`config.mk`:
```
export PLATFORM = sky130hd
export DESIGN_NAME = instr_fetch_unit
export DESIGN_NICKNAME = d
export VERILOG_FILES = /design/src/rtl/rv_core_pkg.sv /design/src/rtl/instr_fetch_unit_pc_gen.sv /design/src/rtl/instr_fetch_unit.sv
export SDC_FILE = /design/constraint.sdc
export NUM_CORES = 1
export LEC_CHECK = 0
export CAP_MARGIN = 20
export CORE_UTILIZATION = 46
export DETAILED_ROUTE_END_ITERATION = 8
export PLACE_DENSITY = 0.85
export SYNTH_ARGS = -nofsm -noshare
export SYNTH_HDL_FRONTEND = slang
export SYNTH_HIERARCHICAL = 1
export SYNTH_SLANG_ARGS = --single-unit
```
`constraint.sdc`:
```
create_clock -name clk -period 4 [get_ports clk]
set_clock_uncertainty 0.2 [all_clocks]
set_input_delay 1 -clock clk [delete_from_list [all_inputs] [get_ports clk]]
set_output_delay 1 -clock clk [all_outputs]
set_load 0.05 [all_outputs]
```
`src/rtl/rv_core_pkg.sv`:
```
// Shared core types: XLEN, NOP encoding, fetch FSM states
// and the IF/ID pipeline register bundle.
package rv_core_pkg;

  localparam int XLEN = 32;
  localparam logic [XLEN-1:0] NOP_INSTR = 32'h0000_0013;

  typedef enum logic [1:0] {
    ST_RUN,
    ST_DRAIN,
    ST_HALT
  } fetch_state_e;

  typedef struct packed {
    logic [XLEN-1:0] instr;
    logic [XLEN-1:0] pc;
    logic            valid;
  } if_id_t;

  function automatic logic [XLEN-1:0] word_align(
    input logic [XLEN-1:0] a
  );
    return {a[XLEN-1:2], 2'b00};
  endfunction

endpackage

```
`src/rtl/instr_fetch_unit_pc_gen.sv`:
```
// PC register with redirect/+4/hold mux and ROM range check.
// Ports: clk, rst_n, redirect_i, redirect_pc_i, advance_i, pc_o, in_range_o.
module pc_gen
  import rv_core_pkg::*;
#(
  parameter int unsigned     IMEM_SIZE = 10,
  parameter logic [XLEN-1:0] RESET_PC  = 32'h0000_0000
) (
  input  logic            clk,
  input  logic            rst_n,
  input  logic            redirect_i,
  input  logic [XLEN-1:0] redirect_pc_i,
  input  logic            advance_i,
  output logic [XLEN-1:0] pc_o,
  output logic            in_range_o
);

  localparam logic [XLEN-3:0] LIMIT = IMEM_SIZE[XLEN-3:0];

  logic [XLEN-1:0] pc_q, pc_d;

  always_comb begin
    pc_d = pc_q;
    unique case (1'b1)
      redirect_i: pc_d = word_align(redirect_pc_i);
      advance_i:  pc_d = pc_q + 32'd4;
      default:    pc_d = pc_q;
    endcase
  end

  always_ff @(posedge clk or negedge rst_n) begin
    if (!rst_n) pc_q <= RESET_PC;
    else        pc_q <= pc_d;
  end

  assign pc_o       = pc_q;
  assign in_range_o = pc_q[XLEN-1:2] < LIMIT;

endmodule

```
`src/rtl/instr_fetch_unit.sv`:
```
// Fetch stage: PC, ROM addressing, IF/ID register, RUN/DRAIN/HALT FSM.
// Ports: clk, rst_n, imem_addr/imem_data (ROM), redirect_valid/redirect_pc,
// out_valid/out_ready/out_instr/out_pc (to decode), halted,
// fetch_count (only with IF_FETCH_COUNT_EN).
module instr_fetch_unit
  import rv_core_pkg::*;
#(
  parameter int unsigned     IMEM_SIZE = 10,
  parameter logic [XLEN-1:0] RESET_PC  = 32'h0000_0000,
  parameter logic [XLEN-1:0] NOP_INSTR = rv_core_pkg::NOP_INSTR
) (
  input  logic            clk,
  input  logic            rst_n,
  output logic [XLEN-1:0] imem_addr,
  input  logic [XLEN-1:0] imem_data,
  input  logic            redirect_valid,
  input  logic [XLEN-1:0] redirect_pc,
  output logic            out_valid,
  input  logic            out_ready,
  output logic [XLEN-1:0] out_instr,
  output logic [XLEN-1:0] out_pc,
`ifdef IF_FETCH_COUNT_EN
  output logic [31:0]     fetch_count,
`endif
  output logic            halted
);

  fetch_state_e    state_q, state_d;
  if_id_t          ifid_q, ifid_d;
  logic            halted_q, halted_d;
  logic [XLEN-1:0] pc;
  logic            in_range;
  logic            fetch;
  logic            can_load;
  logic            fire;

  assign can_load = !ifid_q.valid || out_ready;
  assign fire     = ifid_q.valid && out_ready;

  pc_gen #(
    .IMEM_SIZE (IMEM_SIZE),
    .RESET_PC  (RESET_PC)
  ) u_pc_gen (
    .clk           (clk),
    .rst_n         (rst_n),
    .redirect_i    (redirect_valid),
    .redirect_pc_i (redirect_pc),
    .advance_i     (fetch),
    .pc_o          (pc),
    .in_range_o    (in_range)
  );

  always_comb begin
    ifid_d   = ifid_q;
    state_d  = state_q;
    halted_d = 1'b0;
    fetch    = 1'b0;
    if (redirect_valid) begin
      ifid_d.valid = 1'b0;
      ifid_d.instr = NOP_INSTR;
      state_d      = ST_RUN;
    end else begin
      halted_d = (state_q == ST_HALT);
      unique case (state_q)
        ST_RUN: begin
          if (can_load && in_range) begin
            fetch  = 1'b1;
            ifid_d = '{instr: imem_data,
                       pc:    pc,
                       valid: 1'b1};
          end else if (can_load) begin
            ifid_d.valid = 1'b0;
            ifid_d.instr = NOP_INSTR;
            state_d      = ST_HALT;
          end else if (!in_range) begin
            // last instruction still stalled in the register
            state_d = ST_DRAIN;
          end
        end
        ST_DRAIN: begin
          if (fire) begin
            ifid_d.valid = 1'b0;
            ifid_d.instr = NOP_INSTR;
            state_d      = ST_HALT;
          end
        end
        ST_HALT: ifid_d.valid = 1'b0;
        default: state_d = ST_RUN;
      endcase
    end
  end

  always_ff @(posedge clk or negedge rst_n) begin
    if (!rst_n) begin
      state_q  <= ST_RUN;
      ifid_q   <= '{instr: NOP_INSTR,
                    pc:    '0,
                    valid: 1'b0};
      halted_q <= 1'b0;
    end else begin
      state_q  <= state_d;
      ifid_q   <= ifid_d;
      halted_q <= halted_d;
    end
  end

`ifdef IF_FETCH_COUNT_EN
  logic [31:0] cnt_q;

  always_ff @(posedge clk or negedge rst_n) begin
    if (!rst_n) cnt_q <= '0;
    else if (fire && cnt_q != 32'hFFFF_FFFF)
      cnt_q <= cnt_q + 32'd1;
  end

  assign fetch_count = cnt_q;
`endif

  assign imem_addr = {2'b00, pc[XLEN-1:2]};
  assign out_valid = ifid_q.valid;
  assign out_instr = ifid_q.instr;
  assign out_pc    = ifid_q.pc;
  assign halted    = halted_q;

endmodule

```
==> results.txt <==
In this run the worst hold path is classified as flop to flop. The post-layout instance area came out at about 7000 um2. IR analysis of the VDD net gives a maximum drop of about 0.16 mV. The arrival time at the worst endpoint came out at 3.54 ns. The measured slew at the worst slew-check pin came out at 1.01 ns. The via count of the first global-routing pass came out at 4195.

The share of flip-flops with an asynchronous set or reset came out at 100%. The maximum number of pins on one net before global-route repair came out at between 60 and 70. The via density per instance came out at approximately 5.9. The maximum level of the CTS H-tree came out at 3. TritonCTS built the clock tree. The count of endpoints failing hold in the final timing report came out at 0. The most used flip-flop cell after synthesis is dfrtp_1.

The final clock period utilization by the worst path came out at around 87%. The floorplan step defined a core boundary enclosing approximately 10000 um2. The clock share of power came out at about a third. The worst setup path is captured at a flop. The relative contribution of sequential cells to total power came out at between 40% and 50%. The clock-pin transition on the worst setup and hold timing paths is roughly 0.10 ns.

Of all cell types, the one taking the most synthesized area is dfrtp_1. The fraction of post-synthesis cell area in the top cell type by area came out at between 40% and 50%. Summing the sequential cell areas from Yosys gives 50.5% of the chip area. The worst slew margin relative to its limit is between 30% and 40%. The highest attainable clock frequency is about 290 MHz. The slowest stage of the critical path belongs to the cell or3_2. The setup TNS came out at 0 ns. The wire length per cell after detailed routing is roughly 19 um. The synthesis-stage register bit count came out at just under 100. 0 antenna diodes ended up in the layout. Setup repair after global routing left no endpoint under its margin. The number of slew-limit violations in the final report came to 0. The HPWL after detailed placement is 9610 um.

The leftover overflow at the end of global routing came out at 0. The area of the mapped netlist is between 4000 and 5000 um2. The worst-skew pair later-pin latency came out at 0.37 ns. Across the run, the number of max-cap violations was 0. Walking the worst path, the cells encountered are nor4_1 > nand4_1 > nor2_1 > inv_1 > or3_2 > inv_1 > buf_4 > buf_4 > nand2_1 > nor4_1 > a211oi_1. The minimum clock period after layout is 3.48 ns.

The maximum count of clock buffers along a single path is 2. The area occupied by multi-input gates came out at 2180 um2. For this block, the routed nets add up to about 14000 um of wire.

After detailed placement, the total cell area comes to between 6000 and 7000 um2. The number of hold-repair buffers added at the cts stage is 0. The global-route wire length before repair is 22200 um. The initial cell density of the core came out at a little under half. The tree is rooted in a clkbuf_8. The overall global routing resource usage came out at between 20 and 30%. The TritonCTS sink count came out at ~100.

The routability congestion estimate from global placement came out at around 0.88. The number of enable-type register cells in the synthesized netlist came out at 0. After synthesis, the cell types taking the most area are dfrtp_1 (49%), mux2_4 (8.0%), a22o_1 (5.0%). For this run, the slowest stage of the critical path takes 0.53 ns. The critical path is of the flop to flop type. The sequential standard cell area came out at ~2500 um2. Setup violations remaining at the end of the flow were counted as 0. In this run the remaining antenna-violating nets after routing total 0. Of all nets on the critical path, the largest fanout is 27. The switching power of the nets is ~0.65 mW. Across all layers, the routed design uses roughly 4300 vias. The number of antenna violations at the first check in global routing is 0. STA classifies the critical path startpoint as a flop. The data required time at the worst endpoint came out at approximately 4.1 ns. The total number of placement rows is 37. The die boundary width came out at approximately 100 um.

The cell count after synthesis is between 400 and 500. The average size of a mapped cell is around 11 um2. The run finished with clean final reports.

The number of distinct library cells after synthesis is 52. The final-layout fill cell count came out at 769. The area overhead of the layout relative to synthesis came out at 39.8%.

The number of detailed-route iterations in the first pass is 5. Combinational logic burns approximately a fifth of the power. The top-level port count is between 150 and 200. The number of DRC markers after the initial detailed-route iteration is between 300 and 400. The switching power as a share of total power is between 20% and 30%.

The total power density per cell area came out at around 320 nW/um2. The count of buffers added on input and output ports is between 150 and 200. The net count of the finished layout came out at ~660.

The fraction of final layout cells sized beyond drive strength 1 came out at a little over an eighth. The TritonCTS buffer count came out at 9. The internal power consumption came out at about 1.5 mW. The leakage power of the design is roughly 2.8 nW. The vertical die dimension is ~100 um. The die area came out at about 11000 um2. After detailed routing, the number of remaining DRC violations is 0. The Yosys step of the flow raised 6 warnings.
## worst max-delay path: cells and delay by family, from the launching register on
kind / cells / cell delay, ns
flip-flops: 1 / 0.51
AO/OA/AOI/OAI: 1 / 0.07
buffers and inverters: 4 / 0.98
AND/OR/NAND/NOR: 6 / 1.60
## registers in the layout (all words and copies together) (netlist names)
register	cells
out_valid	1
state_q	2
out_instr	32
u_pc_gen/pc_o	30
halted	1
out_pc	32
## per-stage QoR
stage               power [mW]  setup WS [ns]  hold WS (ns)  instances  util (%)
detailed placement        1.50          0.279         0.291        711      64.0
finish                    2.19          0.518         0.313        727      66.2
floorplan                 1.30          0.485         0.329        430         -
CTS                       2.20          0.432         0.314        727      66.1
global route              2.27          0.187         0.329        727      66.2
global placement          1.49          0.354         0.286        711      64.0
## cell usage in the layout, fill, tap and decap left out, drive strengths merged, types with 10 or more instances in the layout
cell type      synthesis  final
clkdlybuf4s50          0    160
nor2                  20     20
nand3                 12     12
o31ai                 10     10
nor4                  11     11
nand2                 20     20
a31oi                 13     13
a21oi                 15     15
nor2b                 16     16
nand4                 11     11
a22o                  28     28
o21ai                 16     16
buf                   17     18
mux2                  32     32
a211oi                17     17
or4                   15     15
dfrtp                 95     95
## area by class of cell
class	instances	area share, %
multi-input cells	290	32.1
inverters	9	0.497
clock buffers	9	1.82
clock inverters	7	1.38
repair buffers	178	25.5
flip-flops and latches	98	36.1
well taps	136	2.50
## routing by layer
metal / routed length (um) / vias up / share of wire, % / GRT usage (%)
li1: - / 1940 / - / -
met1: 5730 / 2127 / 42 / 33.2
met2: 6820 / 233 / 50 / 43.0
met3: 985 / 23 / 7.2 / 5.24
met4: 235 / 0 / 1.7 / 9.26
met5: 0 / - / 0 / 0
## what timing repair did
item	CTS	global route
setup buffers	0	0
endpoints found under the setup margin	0	1
resized for setup	0	1
## synthesized netlist by cell type (3+ instances only)
library cell	n
dfstp_2	3
buf_2	4
and4_1	3
nand2_1	20
or4_1	14
dfrtp_1	95
nor2b_1	15
o32a_1	3
nor3_1	4
o22ai_1	5
o21ai_0	16
a22o_1	28
o31ai_1	10
nand3_1	11
clkbuf_1	15
a21oi_1	15
or3_1	6
nor2_1	20
buf_1	3
a211oi_1	17
inv_1	9
ha_1	4
and3_1	3
nand4_1	10
nand2b_1	3
a31oi_1	13
buf_4	5
buf_6	3
mux2_4	26
nor4_1	10
mux2i_1	4
mux2_2	6
## final timing paths
path,start,endpoint,slack [ns],depth (start not counted)
setup / recovery,u_pc_gen/pc_o[10]$_DFFE_PN0P_,u_pc_gen/pc_o[28]$_DFFE_PN0P_,0.52,11
hold / removal,out_instr[11]$_DFFE_PN0P_,out_instr[11]$_DFFE_PN0P_,0.31,1
setup reg to reg,u_pc_gen/pc_o[10]$_DFFE_PN0P_,u_pc_gen/pc_o[28]$_DFFE_PN0P_,0.52,11
hold reg to reg,out_instr[11]$_DFFE_PN0P_,out_instr[11]$_DFFE_PN0P_,0.31,1
max in group asynchronous,rst_n,out_instr[22]$_DFFE_PN0P_,2.28,2
min in group asynchronous,rst_n,out_pc[2]$_DFFE_PN0P_,0.52,1
## power by group through the flow
stage,registers (mW),logic (mW),clock network (mW)
after global routing,1.08,0.442,0.753
after global placement,1.09,0.403,0
after detailed placement,1.09,0.411,0
after CTS,1.07,0.415,0.713
after floorplan,1.18,0.119,0
final,1.07,0.415,0.702
## kinds of logic after synthesis
family,after synthesis,share of synthesized area [%]
and+or+nand+nor,125,15.3
AOI/OAI and AO/OA,121,17.9
DFF,98,50.5
buffers and inverters,42,4.89
muxes,36,10.2
adders and majority gates,4,1.03
other,2,0.154
Power figures use the tool's default switching activity.
